===== src/rtl/control_unit_pkg.sv =====
// Shared definitions for the 8-bit CPU: opcodes (also used by the ALU),
// sequencer state encoding and bus mux select codes.
package cpu_pkg;

    localparam int unsigned WORD_SIZE = 8;
    localparam int unsigned OP_SIZE   = 4;
    localparam int unsigned SEL1_SIZE = 3;
    localparam int unsigned SEL2_SIZE = 2;

    typedef enum logic [3:0] {
        OP_NOP = 4'd0,
        OP_ADD = 4'd1,
        OP_SUB = 4'd2,
        OP_AND = 4'd3,
        OP_NOT = 4'd4,
        OP_RD  = 4'd5,
        OP_WR  = 4'd6,
        OP_BR  = 4'd7,
        OP_BRZ = 4'd8
    } opcode_t;

    typedef enum logic [3:0] {
        S_IDLE = 4'd0,
        S_FET1 = 4'd1,
        S_FET2 = 4'd2,
        S_DEC  = 4'd3,
        S_EX1  = 4'd4,
        S_RD1  = 4'd5,
        S_RD2  = 4'd6,
        S_WR1  = 4'd7,
        S_WR2  = 4'd8,
        S_BR1  = 4'd9,
        S_BR2  = 4'd10,
        S_HALT = 4'd11
    } state_t;

    localparam logic [SEL1_SIZE-1:0] SEL1_R0 = 3'd0;
    localparam logic [SEL1_SIZE-1:0] SEL1_R1 = 3'd1;
    localparam logic [SEL1_SIZE-1:0] SEL1_R2 = 3'd2;
    localparam logic [SEL1_SIZE-1:0] SEL1_R3 = 3'd3;
    localparam logic [SEL1_SIZE-1:0] SEL1_PC = 3'd4;

    localparam logic [SEL2_SIZE-1:0] SEL2_ALU  = 2'd0;
    localparam logic [SEL2_SIZE-1:0] SEL2_BUS1 = 2'd1;
    localparam logic [SEL2_SIZE-1:0] SEL2_MEM  = 2'd2;

endpackage


===== src/rtl/control_unit_if.sv =====
// Control bundle between the sequencer (master) and the CPU datapath (slave).
interface control_unit_if #(
    parameter int unsigned word_size = 8,
    parameter int unsigned op_size   = 4,
    parameter int unsigned sel1_size = 3,
    parameter int unsigned sel2_size = 2
);

    logic [word_size-1:0] instruction;
    logic                 zero;
    logic                 load_R0;
    logic                 load_R1;
    logic                 load_R2;
    logic                 load_R3;
    logic                 load_PC;
    logic                 inc_PC;
    logic                 load_IR;
    logic                 load_Add_R;
    logic                 load_Reg_Y;
    logic                 load_Reg_Z;
    logic [sel1_size-1:0] sel_bus_1_mux;
    logic [sel2_size-1:0] sel_bus_2_mux;
    logic                 write;
    logic [op_size-1:0]   alu_sel;
    logic                 halted;

    modport master (
        input  instruction, zero,
        output load_R0, load_R1, load_R2, load_R3, load_PC, inc_PC, load_IR,
               load_Add_R, load_Reg_Y, load_Reg_Z, sel_bus_1_mux, sel_bus_2_mux,
               write, alu_sel, halted
    );

    modport slave (
        output instruction, zero,
        input  load_R0, load_R1, load_R2, load_R3, load_PC, inc_PC, load_IR,
               load_Add_R, load_Reg_Y, load_Reg_Z, sel_bus_1_mux, sel_bus_2_mux,
               write, alu_sel, halted
    );

endinterface


===== src/rtl/control_unit.sv =====
// Instruction sequencer for the 8-bit CPU: fetch, decode and execute control.
// Only the state is registered; every strobe decodes from state, IR and zero.
module control_unit
    import cpu_pkg::*;
#(
    parameter int unsigned word_size = 8,
    parameter int unsigned op_size   = 4,
    parameter int unsigned sel1_size = 3,
    parameter int unsigned sel2_size = 2
) (
    input  logic           clk,
    input  logic           rst,
    control_unit_if.master bus
);

    state_t state, next_state;

    logic [op_size-1:0]   opcode;
    logic [1:0]           src;
    logic [1:0]           dest;
    logic [3:0]           load_r;
    logic                 load_pc;
    logic                 inc_pc;
    logic                 load_ir;
    logic                 load_add_r;
    logic                 load_reg_y;
    logic                 load_reg_z;
    logic [sel1_size-1:0] sel1;
    logic [sel2_size-1:0] sel2;
    logic                 write;
    logic [op_size-1:0]   alu_sel;
    logic                 halted;

    assign opcode = bus.instruction[word_size-1 -: op_size];
    assign src    = bus.instruction[3:2];
    assign dest   = bus.instruction[1:0];

    always_ff @(posedge clk or posedge rst) begin
        if (rst) state <= S_IDLE;
        else     state <= next_state;
    end

    always_comb begin
        next_state = state;
        load_r     = '0;
        load_pc    = 1'b0;
        inc_pc     = 1'b0;
        load_ir    = 1'b0;
        load_add_r = 1'b0;
        load_reg_y = 1'b0;
        load_reg_z = 1'b0;
        sel1       = '0;
        sel2       = '0;
        write      = 1'b0;
        alu_sel    = OP_NOP;
        halted     = 1'b0;

        unique case (state)
            S_IDLE: next_state = S_FET1;
            S_FET1: begin
                sel1       = SEL1_PC;
                sel2       = SEL2_BUS1;
                load_add_r = 1'b1;
                inc_pc     = 1'b1;
                next_state = S_FET2;
            end
            S_FET2: begin
                sel2       = SEL2_MEM;
                load_ir    = 1'b1;
                next_state = S_DEC;
            end
            S_DEC: begin
                case (opcode)
                    OP_NOP: next_state = S_FET1;
                    OP_ADD, OP_SUB, OP_AND: begin
                        sel1       = sel1_size'(src);
                        sel2       = SEL2_BUS1;
                        load_reg_y = 1'b1;
                        next_state = S_EX1;
                    end
                    OP_NOT: begin
                        sel1         = sel1_size'(src);
                        alu_sel      = OP_NOT;
                        sel2         = SEL2_ALU;
                        load_r[dest] = 1'b1;
                        load_reg_z   = 1'b1;
                        next_state   = S_FET1;
                    end
                    OP_RD, OP_WR, OP_BR, OP_BRZ: begin
                        // Untaken BRZ only steps PC past the address byte.
                        if (opcode == OP_BRZ && !bus.zero) begin
                            inc_pc     = 1'b1;
                            next_state = S_FET1;
                        end else begin
                            sel1       = SEL1_PC;
                            sel2       = SEL2_BUS1;
                            load_add_r = 1'b1;
                            if (opcode == OP_RD)      next_state = S_RD1;
                            else if (opcode == OP_WR) next_state = S_WR1;
                            else                      next_state = S_BR1;
                        end
                    end
                    default: next_state = S_HALT;
                endcase
            end
            S_EX1: begin
                sel1         = sel1_size'(dest);
                alu_sel      = opcode;
                sel2         = SEL2_ALU;
                load_r[dest] = 1'b1;
                load_reg_z   = 1'b1;
                next_state   = S_FET1;
            end
            S_RD1: begin
                sel2       = SEL2_MEM;
                load_add_r = 1'b1;
                inc_pc     = 1'b1;
                next_state = S_RD2;
            end
            S_RD2: begin
                sel2         = SEL2_MEM;
                load_r[dest] = 1'b1;
                next_state   = S_FET1;
            end
            S_WR1: begin
                sel2       = SEL2_MEM;
                load_add_r = 1'b1;
                inc_pc     = 1'b1;
                next_state = S_WR2;
            end
            S_WR2: begin
                sel1       = sel1_size'(src);
                write      = 1'b1;
                next_state = S_FET1;
            end
            S_BR1: begin
                sel2       = SEL2_MEM;
                load_add_r = 1'b1;
                next_state = S_BR2;
            end
            S_BR2: begin
                sel2       = SEL2_MEM;
                load_pc    = 1'b1;
                next_state = S_FET1;
            end
            S_HALT: begin
                halted     = 1'b1;
                next_state = S_HALT;
            end
            default: next_state = S_IDLE;
        endcase
    end

    assign bus.load_R0       = load_r[0];
    assign bus.load_R1       = load_r[1];
    assign bus.load_R2       = load_r[2];
    assign bus.load_R3       = load_r[3];
    assign bus.load_PC       = load_pc;
    assign bus.inc_PC        = inc_pc;
    assign bus.load_IR       = load_ir;
    assign bus.load_Add_R    = load_add_r;
    assign bus.load_Reg_Y    = load_reg_y;
    assign bus.load_Reg_Z    = load_reg_z;
    assign bus.sel_bus_1_mux = sel1;
    assign bus.sel_bus_2_mux = sel2;
    assign bus.write         = write;
    assign bus.alu_sel       = alu_sel;
    assign bus.halted        = halted;

endmodule


===== src/flat_wrapper.sv =====
// flat-port wrapper written by rule: the top's interface ports become plain ports
module control_unit_flat import cpu_pkg::*;
#(
    parameter int unsigned word_size = 8,
    parameter int unsigned op_size   = 4,
    parameter int unsigned sel1_size = 3,
    parameter int unsigned sel2_size = 2
)
  (clk, rst, bus_instruction, bus_zero, bus_load_R0, bus_load_R1, bus_load_R2, bus_load_R3, bus_load_PC, bus_inc_PC, bus_load_IR, bus_load_Add_R, bus_load_Reg_Y, bus_load_Reg_Z, bus_sel_bus_1_mux, bus_sel_bus_2_mux, bus_write, bus_alu_sel, bus_halted);
  control_unit_if #(.word_size(word_size), .op_size(op_size), .sel1_size(sel1_size), .sel2_size(sel2_size)) bus_i ();
  input  logic clk;
  input  logic rst;
  input wire logic [$bits(bus_i.instruction)-1:0] bus_instruction;
  input wire logic [$bits(bus_i.zero)-1:0] bus_zero;
  output wire logic [$bits(bus_i.load_R0)-1:0] bus_load_R0;
  output wire logic [$bits(bus_i.load_R1)-1:0] bus_load_R1;
  output wire logic [$bits(bus_i.load_R2)-1:0] bus_load_R2;
  output wire logic [$bits(bus_i.load_R3)-1:0] bus_load_R3;
  output wire logic [$bits(bus_i.load_PC)-1:0] bus_load_PC;
  output wire logic [$bits(bus_i.inc_PC)-1:0] bus_inc_PC;
  output wire logic [$bits(bus_i.load_IR)-1:0] bus_load_IR;
  output wire logic [$bits(bus_i.load_Add_R)-1:0] bus_load_Add_R;
  output wire logic [$bits(bus_i.load_Reg_Y)-1:0] bus_load_Reg_Y;
  output wire logic [$bits(bus_i.load_Reg_Z)-1:0] bus_load_Reg_Z;
  output wire logic [$bits(bus_i.sel_bus_1_mux)-1:0] bus_sel_bus_1_mux;
  output wire logic [$bits(bus_i.sel_bus_2_mux)-1:0] bus_sel_bus_2_mux;
  output wire logic [$bits(bus_i.write)-1:0] bus_write;
  output wire logic [$bits(bus_i.alu_sel)-1:0] bus_alu_sel;
  output wire logic [$bits(bus_i.halted)-1:0] bus_halted;
  assign bus_i.instruction = bus_instruction;
  assign bus_i.zero = bus_zero;
  assign bus_load_R0 = bus_i.load_R0;
  assign bus_load_R1 = bus_i.load_R1;
  assign bus_load_R2 = bus_i.load_R2;
  assign bus_load_R3 = bus_i.load_R3;
  assign bus_load_PC = bus_i.load_PC;
  assign bus_inc_PC = bus_i.inc_PC;
  assign bus_load_IR = bus_i.load_IR;
  assign bus_load_Add_R = bus_i.load_Add_R;
  assign bus_load_Reg_Y = bus_i.load_Reg_Y;
  assign bus_load_Reg_Z = bus_i.load_Reg_Z;
  assign bus_sel_bus_1_mux = bus_i.sel_bus_1_mux;
  assign bus_sel_bus_2_mux = bus_i.sel_bus_2_mux;
  assign bus_write = bus_i.write;
  assign bus_alu_sel = bus_i.alu_sel;
  assign bus_halted = bus_i.halted;
  control_unit #(.word_size(word_size), .op_size(op_size), .sel1_size(sel1_size), .sel2_size(sel2_size)) u_core (.clk(clk), .rst(rst), .bus(bus_i));
endmodule

===== config.mk =====
export PLATFORM = sky130hd
export DESIGN_NAME = control_unit_flat
export DESIGN_NICKNAME = d
export VERILOG_FILES = /design/src/rtl/control_unit_pkg.sv /design/src/rtl/control_unit_if.sv /design/src/rtl/control_unit.sv /design/src/flat_wrapper.sv
export SDC_FILE = /design/constraint.sdc
export NUM_CORES = 1
export LEC_CHECK = 0
export CELL_PAD_IN_SITES_DETAIL_PLACEMENT = 1
export CELL_PAD_IN_SITES_GLOBAL_PLACEMENT = 1
export CORE_UTILIZATION = 41
export DETAILED_ROUTE_END_ITERATION = 16
export DONT_BUFFER_PORTS = 1
export PLACE_DENSITY = 0.81
export SETUP_SLACK_MARGIN = 0.15
export SLEW_MARGIN = 20
export SYNTH_ARGS = -nofsm -noshare
export SYNTH_HDL_FRONTEND = slang
export SYNTH_SLANG_ARGS = --single-unit

===== constraint.sdc =====
create_clock -name clk -period 2.4 [get_ports clk]
set_input_delay 0.12 -clock clk [delete_from_list [all_inputs] [get_ports clk]]
set_output_delay 0.12 -clock clk [all_outputs]
set_load 0.01 [all_outputs]

======== After elaboration in Yosys (flattened, before gate mapping) ========
Index checks and enable logic that the tools add are counted.
cells by class
  order comparisons ....................... 2
  eq/ne operators ......................... 19
  mux-type cells .......................... 31
  reductions and logical operators ........ 14
operators by type and width
  operator                                                                             count
  4-bit by 3-bit == test with 1-bit output, second input constant                      8
  4-bit one-hot mux with 8 select lines                                                1
  4-bit == test, second input constant                                                 5
  4-bit by 2-bit == test with 1-bit output, second input constant                      4
  4-bit 2-to-1 mux                                                                     4
  4-bit one-hot mux with 2 select lines                                                2
  1-bit 2-to-1 mux                                                                     13
  3-bit one-hot mux with 4 select lines                                                1
  4-bit one-hot mux with 3 select lines                                                1
  4-bit OR reduction                                                                   3
  4-bit by 1-bit == test with 1-bit output, second input constant                      2
  4-bit zero test                                                                      2
  3-bit 2-to-1 mux                                                                     2
  1-bit one-hot mux with 2 select lines                                                3
  2-bit one-hot mux with 3 select lines                                                1
  3-bit one-hot mux with 2 select lines                                                1
  3-bit OR reduction                                                                   2
  6-bit OR reduction                                                                   1
  5-bit OR reduction                                                                   1
  2-bit one-hot mux with 2 select lines                                                1
  2-bit OR reduction                                                                   2
  2-bit by 3-bit less-than comparator with 1-bit output, second input constant         1
  1-bit demux with 2-bit select                                                        1
  2-bit by 1-bit greater-or-equal comparator with 1-bit output, second input constant  1
  other kinds (2)                                                                      3
word-level totals
  register bits ........................... 4
  bits of input ports ..................... 11
  output and inout port bits .............. 21
  word-level logic and storage cells ...... 67

======== Depth between registers and ports, before layout ========
  word-level depth ........................ 6
  depth in mapped cells ................... 5
  mapped depth without buffers ............ 4

======== Worst setup path after synthesis ========
OpenSTA, ideal clock, no wires.
  kind .................................... flip-flop to output port
  start point ............................. register u_core.state[3]
  end point ............................... output bus_alu_sel[2]
  arrival time ............................ 1.484 ns
  data required time ...................... 2.280 ns
  path slack .............................. 0.796 ns
  cell stages (with the launch flop) ...... 6
  path buffers ............................ 1
  cell sequence ........................... dfrtp_1 buf_6 or2_4 or3_4 o21bai_2 and2_1
between the ends
  longest elaborated chain between the ends .. 2
  elaborated cells on any way between the ends .. 3
  classes of those cells .................. eq/ne: 2; mux: 1
RTL lines
  element                                                                                                      line                source
  start, declared                                                                                              control_unit.sv:16  state_t state, next_state;
  start signal, assigned                                                                                       control_unit.sv:40  else state <= next_state;
  4-bit by 3-bit == test with 1-bit output / 4-bit by 2-bit == test with 1-bit output (equally long branches)  control_unit.sv:58  unique case (state)
  4-bit one-hot mux with 2 select lines *                                                                      control_unit.sv:58
  end, declared                                                                                                flat_wrapper.sv:28  output wire logic [$bits(bus_i.alu_sel)-1:0] bus_alu_sel;
Every way passes the cells marked *; elsewhere a longest branch is shown, timed or not.

======== Worst setup path in the final report ========
  start point ............................. register u_core.state[2]
  end point ............................... output bus_alu_sel[2]
The elaborated chain is that of the path after synthesis.

==> out/metrics.yaml <==
p_leak_nw: 0.2418
cp-end-kind: "output pin"
grt_pass1_vias: 469
ys_ff_latch: 4
cts_buffer_depth: 2
grt_pass1_wl_um: 2014
syn_nets: 92
gp_congestion: 0.7084
reg_top3: "u_core.state: 4 flops"
clock_latency_ns: 0.24
reg2reg_depth: 3
yosysWarnings: 0
drc: 0
drt-wirelength-per-cell_um: 14.95
grt_use_total_pct: 18.91
dieArea_um2: 1545
synth-simple-area-share_pct: 42.98
criticalPathCategory: "reg -> out"
rrSetupSlack_ns: 1.14
r2r_start: "u_core.state[2]$_DFF_PP0_"
num_rows: 13
hold_viol: 0
grt_max_degree: 14
htree_levels: 1
grt_overflow: 0
max_freq_mhz: 511.8
synth_compound_area_share_pct: 29.61
die_h_um: 39.31
largest_reg_flops: 4
relSlewSlack_pct: 64.98
wirelength_um: 1405
clock-root-buffer: "clkbuf_4"
cts_buffers: 3
io_buffers: 0
synth_area_um2: 570.5
start_util_pct: 43.85
cts_tree: "built"
min_period_ns: 1.954
antenna_found_initial: 0
hpwlAfterDp_um: 1061
reg2reg_to: "u_core.state[1]$_DFF_PP0_"
clk_pin_slew_worst_paths_ns: 0.04
syn_inst: 81
antennaDiodeCount: 0
postSynthAreaPerCell_um2: 7.044
drive_gt1_share_pct: 13.92
worstHoldPathType: "in -> reg"
cts_num_sinks: 4
fin_tns_setup_ns: 0
ys_types: 35
syn_to_final_growth_pct: 3.289
cts_hold_repair.buffers: 1
post_cts_resized: 0
muxShareOfSynthArea_pct: 0
crit_path_start: "u_core.state[2]$_DFF_PP0_"
worstMarginPinSlew_ns: 0.5181
synth-adder-area-share_pct: 0
synthXorXnorAreaFrac_pct: 1.535
yosysSeqAreaShare_pct: 17.54
die_width_um: 39.31
status: "finished clean"
via_per_inst: 6.032
ios: 32
synth_top_family_by_area: "simple AND/OR/NAND/NOR gates"
crit_fanout: 12
fin_skew_ns: 0.001393
largest_register: "u_core.state"
p_total_mw: 0.6349
core_um2: 1301
cap_violations: 0
ir_drop_v: 0.0003928
ant_nets: 0
start_kind: "flip-flop"
vias: 567
fill_cells: 179
finalNetCount: 92
finalSetupViolCount: 0
rsz0062_at_grt: "false"
drtPass1Iterations: 2
arrival_ns: 1.83
required_ns: 2.28
crit_end: "bus_alu_sel[2]"
fin_crit_sh_pct: 81.41
slew_viol_final: 0
drt_iter0_drc: 5
cts_setup_buffers: 0
power_density_nw_per_um2: 1077
## worst min-delay path by stage
| stage | start | cells after the start | to | slack (ns) |
|---|---|---|---|---|
| CTS | bus_instruction[7] | 3 | u_core.state[2]$_DFF_PP0_ | 0.10 |
| global route | bus_instruction[4] | 3 | u_core.state[2]$_DFF_PP0_ | 0.13 |
| detailed placement | rst | 1 | u_core.state[3]$_DFF_PP0_ | -0.1 |
| global placement | rst | 1 | u_core.state[1]$_DFF_PP0_ | -0.10 |
| finish | bus_instruction[7] | 3 | u_core.state[2]$_DFF_PP0_ | 0.1 |
| floorplan | rst | 1 | u_core.state[0]$_DFF_PP0_ | -0.11 |
## metrics by stage
step	setup slack, ns	utilization [%]	cells	hold slack, ns	cell area [µm²]
detailed placement	0.6985	42.79	90	-0.09955	556.8
finish	0.4461	45.29	94	0.09855	589.3
floorplan	0.7965	-	81	-0.1139	570.5
CTS	0.4464	45.29	94	0.1046	589.3
global placement	0.7230	42.79	90	-0.1001	556.8
global route	0.3771	45.29	94	0.1328	589.3
## critical path, cell delays in order (launching register included)
cell      delay [ns]
dfrtp_1         0.48
or2_4           0.31
or3_4           0.38
o21bai_2        0.21
and2_1          0.21
## Yosys cell counts
master | instances | share of area [%]
a31oi_1 | 2 | 2.2
dfrtp_1 | 4 | 18
o21ai_0 | 4 | 3.5
and2_1 | 5 | 5.5
or3_4 | 1 | 2.0
and4b_1 | 1 | 1.8
inv_1 | 4 | 2.6
o21bai_2 | 2 | 3.9
nor3_1 | 2 | 1.8
nand2b_1 | 4 | 4.4
buf_2 | 1 | 0.88
nand2_1 | 9 | 5.9
nand3_1 | 2 | 1.8
or3b_1 | 1 | 1.5
a22oi_1 | 1 | 1.3
nor2_1 | 12 | 7.9
xor2_1 | 1 | 1.5
o32ai_1 | 1 | 1.5
clkbuf_2 | 1 | 0.88
a22o_1 | 2 | 3.1
or3b_2 | 1 | 1.5
or2_4 | 1 | 1.5
clkbuf_1 | 3 | 2.0
a21oi_1 | 4 | 3.5
a221oi_1 | 1 | 1.5
or3_1 | 1 | 1.1
nor4b_1 | 1 | 1.5
a211o_1 | 1 | 1.5
o41ai_2 | 1 | 2.9
nor2b_1 | 2 | 2.2
o221a_2 | 1 | 2.0
o31ai_1 | 1 | 1.3
o21a_1 | 1 | 1.3
buf_6 | 1 | 2.0
nor4b_2 | 1 | 2.6
## layer usage
metal  track usage, %  wire length [µm]  vias up
li1                 -                 -      281
met1            24.22               605      265
met2            33.33               721       19
met3            1.705                66        2
met4            5.172                12        0
met5                0                 0        -
## power by group
| group | internal [mW] | switching, mW |
|---|---|---|
| logic | 0.146 | 0.209 |
| registers | 0.0971 | 0.0927 |
| clock network | 0.0563 | 0.0332 |
## logic make-up after synthesis
family,after synthesis
AND/OR/NAND/NOR,44
AO/OA/AOI/OAI,22
buffers and inverters,10
flip-flops,4
XOR/XNOR,1
## final cells by class
class | count | area (µm²) | area share, %
Clock buffer | 3 | 22.52 | 3.822
Tap cell | 15 | 18.77 | 3.185
Multi-Input combinational cell | 67 | 422.9 | 71.76
Sequential cell | 4 | 100.1 | 16.99
Inverter | 4 | 15.01 | 2.548
Timing Repair Buffer | 1 | 10.01 | 1.699
## cells in the final DEF, fill, tap and decap left out, types with 3 or more instances in the layout
cell	n
clkbuf_4	3
nor2_1	12
a21oi_1	4
nand2_1	9
and2_1	5
dfrtp_1	4
nand2b_1	4
inv_1	4
o21ai_0	4
Power figures use the tool's default switching activity.
